<file path="src/rtl/mips_pkg.sv">
// Shared types and constants for the mips instruction-fetch front end.
package mips_pkg;

    typedef enum logic [1:0] {
        IDLE = 2'd0,
        REQ  = 2'd1,
        WAIT = 2'd2,
        DROP = 2'd3
    } fetch_state_t;

    localparam int          INSTR_W   = 32;
    localparam logic [31:0] INSTR_NOP = 32'h0000_0000;

endpackage

</file>
<file path="src/rtl/mips_fetch_stage_if.sv">
// Instruction-memory channel: valid/ready request plus response-valid read data.
interface mips_fetch_stage_if #(
    parameter int ADDR_W = 32,
    parameter int DATA_W = 32
);
    logic              req_valid;
    logic              req_ready;
    logic [ADDR_W-1:0] req_addr;
    logic              rsp_valid;
    logic [DATA_W-1:0] rsp_data;

    modport master (output req_valid, req_addr, input req_ready, rsp_valid, rsp_data);
    modport slave  (input req_valid, req_addr, output req_ready, rsp_valid, rsp_data);
endinterface

</file>
<file path="src/rtl/mips_ifid_reg.sv">
// IF/ID pipeline register: holds one fetched word until decode consumes it.
module mips_ifid_reg
    import mips_pkg::*;
#(
    parameter int ADDR_W = 32,
    parameter int DATA_W = 32
) (
    input  logic              clk,
    input  logic              rst,
    input  logic              load,
    input  logic              flush,
    input  logic              consume,
    input  logic [DATA_W-1:0] in_instr,
    input  logic [ADDR_W-1:0] in_pc,
    output logic              valid,
    output logic [DATA_W-1:0] instr,
    output logic [ADDR_W-1:0] pc,
    output logic [ADDR_W-1:0] pc_plus4
);

    // Flush only clears valid; stale contents are harmless once valid drops.
    always_ff @(posedge clk or negedge rst) begin
        if (!rst) begin
            valid    <= 1'b0;
            instr    <= DATA_W'(INSTR_NOP);
            pc       <= '0;
            pc_plus4 <= '0;
        end else if (flush) begin
            valid <= 1'b0;
        end else if (load) begin
            valid    <= 1'b1;
            instr    <= in_instr;
            pc       <= in_pc;
            pc_plus4 <= in_pc + ADDR_W'(4);
        end else if (consume) begin
            valid <= 1'b0;
        end
    end

endmodule

</file>
<file path="src/rtl/mips_fetch_stage.sv">
// Fetch front end: owns the PC, keeps at most one imem read in flight, and
// discards responses made stale by an EX redirect.
module mips_fetch_stage
    import mips_pkg::*;
#(
    parameter int                ADDR_W   = 32,
    parameter int                DATA_W   = 32,
    parameter logic [ADDR_W-1:0] RESET_PC = '0
) (
    input  logic                      clk,
    input  logic                      rst,
    mips_fetch_stage_if.master        imem,
    input  logic                      redirect_valid,
    input  logic [ADDR_W-1:0]         redirect_pc,
    output logic                      id_valid,
    input  logic                      id_ready,
    output logic [DATA_W-1:0]         id_instr,
    output logic [ADDR_W-1:0]         id_pc,
    output logic [ADDR_W-1:0]         id_pc_plus4
);

    fetch_state_t      state, state_next;
    logic [ADDR_W-1:0] pc;
    logic              req_valid;
    logic              handshake;
    logic              flush;
    logic              load;

    // Only request when the IF/ID slot is guaranteed free by the next edge.
    assign req_valid     = (state == REQ) && (!id_valid || id_ready);
    assign handshake     = req_valid && imem.req_ready;
    assign flush         = redirect_valid && (state != IDLE);
    assign load          = (state == WAIT) && imem.rsp_valid && !redirect_valid;
    assign imem.req_valid = req_valid;
    assign imem.req_addr  = pc;

    always_ff @(posedge clk or negedge rst) begin
        if (!rst) begin
            state <= IDLE;
        end else begin
            state <= state_next;
        end
    end

    always_comb begin
        state_next = state;
        unique case (state)
            IDLE: state_next = REQ;
            REQ: begin
                if (handshake) begin
                    state_next = redirect_valid ? DROP : WAIT;
                end
            end
            WAIT: begin
                if (imem.rsp_valid) begin
                    state_next = REQ;
                end else if (redirect_valid) begin
                    state_next = DROP;
                end
            end
            DROP: begin
                if (imem.rsp_valid) begin
                    state_next = REQ;
                end
            end
            default: state_next = IDLE;
        endcase
    end

    always_ff @(posedge clk or negedge rst) begin
        if (!rst) begin
            pc <= RESET_PC;
        end else if (flush) begin
            pc <= redirect_pc & ~ADDR_W'(3);
        end else if (load) begin
            pc <= pc + ADDR_W'(4);
        end
    end

    mips_ifid_reg #(
        .ADDR_W (ADDR_W),
        .DATA_W (DATA_W)
    ) u_ifid (
        .clk      (clk),
        .rst      (rst),
        .load     (load),
        .flush    (flush),
        .consume  (id_ready),
        .in_instr (imem.rsp_data),
        .in_pc    (pc),
        .valid    (id_valid),
        .instr    (id_instr),
        .pc       (id_pc),
        .pc_plus4 (id_pc_plus4)
    );

endmodule

</file>
<file path="src/flat_wrapper.sv">
// flat-port wrapper written by rule: the top's interface ports become plain ports
module mips_fetch_stage_flat import mips_pkg::*;
#(
    parameter int                ADDR_W   = 32,
    parameter int                DATA_W   = 32,
    parameter logic [ADDR_W-1:0] RESET_PC = '0
)
  (clk, rst, redirect_valid, redirect_pc, id_valid, id_ready, id_instr, id_pc, id_pc_plus4, imem_req_valid, imem_req_addr, imem_req_ready, imem_rsp_valid, imem_rsp_data);
  mips_fetch_stage_if #(.ADDR_W(ADDR_W), .DATA_W(DATA_W)) imem_i ();
  input  logic clk;
  input  logic rst;
  input  logic redirect_valid;
  input  logic [ADDR_W-1:0] redirect_pc;
  output logic id_valid;
  input  logic id_ready;
  output logic [DATA_W-1:0] id_instr;
  output logic [ADDR_W-1:0] id_pc;
  output logic [ADDR_W-1:0] id_pc_plus4;
  output wire logic [$bits(imem_i.req_valid)-1:0] imem_req_valid;
  output wire logic [$bits(imem_i.req_addr)-1:0] imem_req_addr;
  input wire logic [$bits(imem_i.req_ready)-1:0] imem_req_ready;
  input wire logic [$bits(imem_i.rsp_valid)-1:0] imem_rsp_valid;
  input wire logic [$bits(imem_i.rsp_data)-1:0] imem_rsp_data;
  assign imem_req_valid = imem_i.req_valid;
  assign imem_req_addr = imem_i.req_addr;
  assign imem_i.req_ready = imem_req_ready;
  assign imem_i.rsp_valid = imem_rsp_valid;
  assign imem_i.rsp_data = imem_rsp_data;
  mips_fetch_stage #(.ADDR_W(ADDR_W), .DATA_W(DATA_W), .RESET_PC(RESET_PC)) u_core (.clk(clk), .rst(rst), .imem(imem_i), .redirect_valid(redirect_valid), .redirect_pc(redirect_pc), .id_valid(id_valid), .id_ready(id_ready), .id_instr(id_instr), .id_pc(id_pc), .id_pc_plus4(id_pc_plus4));
endmodule
</file>
<file path="config.mk">
export PLATFORM = sky130hd
export DESIGN_NAME = mips_fetch_stage_flat
export DESIGN_NICKNAME = d
export VERILOG_FILES = /design/src/rtl/mips_pkg.sv /design/src/rtl/mips_fetch_stage_if.sv /design/src/rtl/mips_ifid_reg.sv /design/src/rtl/mips_fetch_stage.sv /design/src/flat_wrapper.sv
export SDC_FILE = /design/constraint.sdc
export NUM_CORES = 1
export LEC_CHECK = 0
export ABC_CLOCK_PERIOD_IN_PS = 2100
export CELL_PAD_IN_SITES_DETAIL_PLACEMENT = 2
export CELL_PAD_IN_SITES_GLOBAL_PLACEMENT = 2
export CORE_MARGIN = 1.5
export CORE_UTILIZATION = 26
export DETAILED_ROUTE_END_ITERATION = 8
export PLACE_DENSITY_LB_ADDON = 0.08
export SYNTH_ARGS = -nofsm -noshare
export SYNTH_HDL_FRONTEND = slang
export SYNTH_SLANG_ARGS = --single-unit
export TNS_END_PERCENT = 50
</file>
<file path="constraint.sdc">
create_clock -name clk -period 2.1 [get_ports clk]
set_input_delay 0.21 -clock clk [delete_from_list [all_inputs] [get_ports clk]]
set_output_delay 0.21 -clock clk [all_outputs]
set_load 0.01 [all_outputs]
</file>
==> results of run 1 <==
[sequential cells by signal, indices dropped and copies added (netlist names)]
signal and count:
u_core.imem.req_addr 30, u_core.state 2, u_core.u_ifid.pc_plus4 30, u_core.u_ifid.instr 32, u_core.u_ifid.pc 30, u_core.u_ifid.valid 1
[layer usage]
metal	share of wire, %	up-vias
li1	-	2447
met1	42	2704
met2	53	110
met3	3.6	22
met4	1.3	0
met5	0	-
[repair_timing]
action,4_1_cts,5_1_grt
pin swaps,0,1
hold endpoints to repair,46,0
resized for setup,4,2
hold buffers,1,0
endpoints found under the setup margin,8,60
buffers inserted,0,1
[tightest hold or removal path, delay by kind of cell]
kind | cells | cell delay [ps]
buffers and inverters | 1 | 390
AND/OR/NAND/NOR | 2 | 100
[area by class of cell]
| class | count | area [um2] | share of cell area, % |
|---|---|---|---|
| well taps | 275 | 344 | 3.95 |
| flip-flops and latches | 125 | 3130 | 35.9 |
| clock buffers | 23 | 488 | 5.60 |
| repair buffers | 240 | 2310 | 26.6 |
| inverters | 7 | 26.3 | 0.302 |
| multi-input cells | 441 | 2320 | 26.7 |
| clock inverters | 7 | 87.6 | 1.01 |
[how the worst min path moves through the flow]
| stage | cells past startpoint | end | start | slack (ps) |
|---|---|---|---|---|
| finish | 3 | u_core.u_ifid.instr[24] | imem_rsp_data[24] | 320 |
| global route | 3 | u_core.u_ifid.instr[31] | imem_rsp_data[31] | 310 |
| CTS | 3 | u_core.u_ifid.instr[31] | imem_rsp_data[31] | 300 |
| detailed placement | 1 | u_core.u_ifid.pc[16] | rst | 200 |
| global placement | 1 | u_core.u_ifid.pc[16] | rst | 200 |
| floorplan | 0 | u_core.imem.req_addr[10] | rst | -90 |
[report_power, final]
part / internal (uW) / switching [uW] / total, uW
Sequential: 3500 / 854 / 4350
Clock: 1850 / 1060 / 2910
Combinational: 3000 / 2730 / 5730
Total: 8350 / 4640 / 13000
[per-stage QoR]
| stage | worst slack, ps | hold slack, ps | util (%) | instance area [um2] |
|---|---|---|---|---|
| final | 155 | 325 | 41.0 | 8710 |
| after global routing | 30.1 | 315 | 41.0 | 8710 |
| after CTS | 0.360 | 303 | 41.0 | 8690 |
| after detailed placement | -20.7 | 201 | 38.2 | 8100 |
| after global placement | 36.6 | 198 | 38.2 | 8100 |
| after floorplan | 296 | -85.6 | - | 5680 |
[logic make-up after synthesis]
logic type                 share of synthesized area [%]
AOI/OAI and AO/OA                                   9.83
buffers and inverters                               4.53
other                                             0.0662
and+or+nand+nor                                     24.7
xor gates and xnor gates                            4.18
muxes                                              0.354
DFF                                                 55.2
adders and majority gates                           1.10
[placed cells by master (no fill, tap or decap), drive strengths merged, types with 2 or more instances in the layout]
master | Yosys | layout
xnor2 | 7 | 7
dfrtp | 125 | 125
ha | 5 | 5
clkinv | 0 | 4
xor2 | 20 | 20
a21oi | 11 | 11
inv | 7 | 7
nor4 | 6 | 6
nor2 | 12 | 12
o21ai | 56 | 56
a221o | 6 | 6
mux2i | 2 | 2
and3 | 11 | 11
a22oi | 12 | 12
clkdlybuf4s50 | 0 | 189
nand4 | 9 | 9
buf | 23 | 49
conb | 1 | 6
bufinv | 0 | 2
nor3 | 6 | 6
nand2b | 2 | 2
nand2 | 237 | 237
nand3 | 18 | 18
clkbuf | 23 | 23
==> results.toml, run 1 <==
[final_layout]
syn_to_final_growth_pct = 53.8
fillers = 2332
drive_gt1_share_pct = 11.9
layout.nets = 907
fin_cells = 1118
diodes = 0

[power_and_ir_drop]
power_uw = 13000
powerDensity_nw_per_um2 = 1490
leakage_uw = 0.00401
ir_drop_mv = 0.596

[logic_synthesis]
synth_area_leaders = "dfrtp_1 55%, nand2_1 16%, o21ai_0 3.8%"
yosys.area.top_type = "dfrtp_1"
synth_top_flop_cell = "dfrtp_1"
synth.most_common_cell = "nand2_1"
yosys.area.top_type_share_pct = 55.2
synthCells = 614
synthTopCellsByCount = "235 x nand2_1, 125 x dfrtp_1, 43 x o21ai_0"
ys_warn_count = 0
ys_ff_latch = 125
synth_area_um2 = 5660
yosysSeqAreaShare_pct = 55.2
syn_avg_cell_area_um2 = 9.22
synth_edf_count = 0
synth_cell_type_count = 48
synthArstFlopShare_pct = 100

[route]
via_per_inst = 4.73
wl_per_cell_um = 18.5
first_pass_iters = 4
num_vias = 5283
drt-initial-drc-count = 120
drc_errors = 0
wirelength_mm = 20.6
drtAntennaViolNets = 0

[timing]
timing.fmax_ghz = 0.514
worst_slew_pin_slew_ps = 565
slew_headroom_pct = 62.3
hold_viol_final = 0
tns_ps = 0
rsz0062_at_grt = "no"
setup_violations = 0
layout_min_cycle_time_ps = 1950
report.final.slew_viol_count = 0
fin_crit_sh_pct = 92.6
finClkSkew_ps = 8.08

[worst_setup_path]
regToRegStartpoint = "u_core.imem.req_addr[2]"
cp.buffers_inverters = 1
crit_end = "u_core.u_ifid.pc_plus4[16]"
required_ps = 2390
crit_path_top_delay_cell = "nor3_1"
path_cells = "ha_1, nand3_4, buf_4, nor3_1, nand3_1, xor2_1, o21ai_0"
startpoint = "u_core.imem.req_addr[2]"
path_class = "reg2reg"
worst-path-stages = 7
critPathMaxFanout = 6
critPathMaxStageDelay_ps = 380
cp-start-kind = "flip-flop"
worstSetupEndpointType = "flip-flop"
regToRegSetupSlack_ps = 150
reg2reg_depth = 7
critPathArrivalTime_ps = 2240
reg2reg_to = "u_core.u_ifid.pc_plus4[16]"
cp_top_family = "simple AND/OR/NAND/NOR gates"

[floorplanning]
die_w_um = 151
core_um2 = 21200
top_level_ports = 200
die_h_um = 151
initial_utilization_pct = 26.7
die_area_um2 = 22700
rows = 53

[placed_design]
placed_cells = 1086
dp_hpwl_mm = 15.3
io_buffers = 191
place_congestion = 0.744

[global_route]
grt-busiest-layer = "met2"
gr-total-overflow = 0
grt_pass1_wl_mm = 32.8
grt_pass1_vias = 5911
track_usage_pct = 19.0
grt.met1_usage_pct = 23.2
gr-usage-met2_pct = 33.8
antenna_found_initial = 0
grt_max_degree = 52
use_met3_pct = 3.85

[cts]
cts_sinks = 125
cts_tree = "done"
htree_num_levels = 4
cts_buffers = 17
root_buffer = "clkbuf_16"
clkLatencyLatePin_ps = 420
clockBufferDepth = 2
clk_pin_slew_ps = 60

[flow_run]
maxCapViolations = 0

[status]
outcome = "completed"

[hold_path]
hold_class = "in2reg"
Note: power is estimated with default switching activity, not from simulation.
==> run 2: changes to the inputs <==
--- a/config.mk
+++ b/config.mk
@@ -10,8 +10,10 @@
 export CELL_PAD_IN_SITES_GLOBAL_PLACEMENT = 2
 export CORE_MARGIN = 1.5
 export CORE_UTILIZATION = 26
+export CTS_CLUSTER_DIAMETER = 200
 export DETAILED_ROUTE_END_ITERATION = 8
 export PLACE_DENSITY_LB_ADDON = 0.08
+export SETUP_SLACK_MARGIN = 0.3
 export SYNTH_ARGS = -nofsm -noshare
 export SYNTH_HDL_FRONTEND = slang
 export SYNTH_SLANG_ARGS = --single-unit
==> results.toml, run 2 (synthesis gave the netlist of run 1 again) <==
[status]
outcome = "completed"

[global_route]
grt_pass1_wl_mm = 32.6
grt_max_degree = 47
track_usage_pct = 19.0
gr-total-overflow = 0
antenna_found_initial = 0
grt_pass1_vias = 5748

[cts]
cts_sinks = 125
clkLatencyLatePin_ps = 420
cts_tree = "done"
htree_num_levels = 4
cts_buffers = 17
clk_pin_slew_ps = 60
root_buffer = "clkbuf_16"
clockBufferDepth = 2

[floorplanning]
initial_utilization_pct = 26.7
die_area_um2 = 22700
die_w_um = 151
top_level_ports = 200
rows = 53
die_h_um = 151
core_um2 = 21200

[final_layout]
largest_reg_flops = 32
syn_to_final_growth_pct = 60.6
drive_gt1_share_pct = 16.9
diodes = 0
final_common_cell = "nand2_1"
regMostFlops = "u_core.u_ifid.instr"
final_cell_mix = "234 x nand2_1, 189 x clkdlybuf4s50_1, 120 x dfrtp_1"
layout.nets = 930
fin_area_um2 = 9100

[placed_design]
io_buffers = 191
pre_cts_ws_ps = 130
dp_hpwl_mm = 14.7
place_congestion = 0.762
postPlaceCellArea_um2 = 8070

[hold_path]
hold_class = "in2async"

[flow_run]
maxCapViolations = 0

[timing]
setup_violations = 0
finClkSkew_ps = 8.25
report.final.slew_viol_count = 0
rsz0062_at_grt = "yes"
fin_crit_sh_pct = 86.0
fin_ws_ps = 295
layout_min_cycle_time_ps = 1800
tns_ps = 0
hold_viol_final = 0
timing.fmax_ghz = 0.554

[worst_setup_path]
crit_path_top_delay_cell = "dfrtp_1"
path_cells = "buf_6, nand3_4, nor4_4, buf_12, buf_12, buf_6, nand3_4, xor2_2, o21ai_1"
worstSetupEndpointType = "flip-flop"
critPathArrivalTime_ps = 2140
cp-start-kind = "flip-flop"
regToRegSetupSlack_ps = 300
path_class = "reg2reg"
startpoint = "u_core.imem.req_addr[3]"
cp.buffers_inverters = 4
critPathMaxFanout = 7
reg2reg_to = "u_core.imem.req_addr[29]"
cp_top_family = "buffers and inverters"
critPathMaxStageDelay_ps = 380
regToRegStartpoint = "u_core.imem.req_addr[3]"
reg2reg_depth = 9
required_ps = 2440

[power_and_ir_drop]
pwr-share-comb_pct = 45.6
powerDensity_nw_per_um2 = 1460
clockPowerShare_pct = 21.6
p_seq_share_pct = 32.8
switchingPower_uw = 4830
leakage_uw = 0.00416
switching_share_pct = 36.3
p_int_uw = 8480
ir_drop_mv = 0.632

[route]
wirelength_mm = 21.5
drc_errors = 0
wl_per_cell_um = 18.8
drtAntennaViolNets = 0
drt-initial-drc-count = 136
via_per_inst = 4.67
num_vias = 5342
first_pass_iters = 4
## run 2: changes by cell type in the layout (fill, tap and decap cells not counted), sizes merged
cell and delta:
buf +22, bufbuf +1, clkbuf -2, clkinv +3
clkinvlp +2, dlymetal6s2s -1
## run 2: metal layers
layer	share of wire (%)	GRT usage [%]
met5	0	0
met4	1.3	5.73
met3	4.5	4.55
met2	52	33.1
met1	42	23.2
## run 2: per-stage QoR
| stage | total power [uW] | utilization (%) | hold slack, ps | cells |
|---|---|---|---|---|
| floorplan | 6600 | - | -85.6 | 619 |
| global placement | 9890 | 38.0 | 179 | 1078 |
| detailed placement | 10100 | 38.0 | 184 | 1078 |
| CTS | 13200 | 41.3 | 302 | 1119 |
| global route | 14200 | 42.9 | 317 | 1143 |
| finish | 13300 | 42.9 | 302 | 1143 |
## run 2: worst register-to-register path: stages, from the launching register on
cell     delay, ps
dfrtp_1        380
buf_6          130
nand3_4        130
nor4_4         300
buf_12         160
buf_12         110
buf_6          100
nand3_4         80
xor2_2         180
o21ai_1        160
## run 2: worst max-delay path by stage
stage                     slack [ps]                    endpoint  depth (start not counted)
after detailed placement         130  u_core.u_ifid.pc_plus4[24]                          6
after global placement           200    u_core.imem.req_addr[19]                          7
after CTS                        260            imem_req_addr[4]                          2
final                            300    u_core.imem.req_addr[29]                          9
after floorplan                  330    u_core.imem.req_addr[20]                          6
after global routing             210  u_core.u_ifid.pc_plus4[30]                          6
## run 2: timing repair
action                                  in CTS  in global routing
pin swaps                                    5                  9
buffers inserted                             7                 24
hold buffers                                 1                  0
resized for setup                           12                 37
gates cloned                                 1                  0
endpoints found under the hold margin       41                  0
endpoints found under the setup margin      75                 81
## run 2: cell type report
type | count | area, um2
sequential | 125 | 3130
timing repair buffer | 263 | 2580
fill | 2322 | 12100
tap | 275 | 344
multi-input combinational | 441 | 2440
clock buffer | 20 | 447
inverter | 7 | 26.3
clock inverter | 12 | 121
## run 2: power groups by stage
stage | clock network (uW) | registers, uW | logic, uW
after CTS | 2960 | 4360 | 5910
after global placement | 0 | 4310 | 5580
after detailed placement | 0 | 4380 | 5770
final | 2880 | 4370 | 6060
after global routing | 3060 | 4530 | 6630
after floorplan | 0 | 4790 | 1810
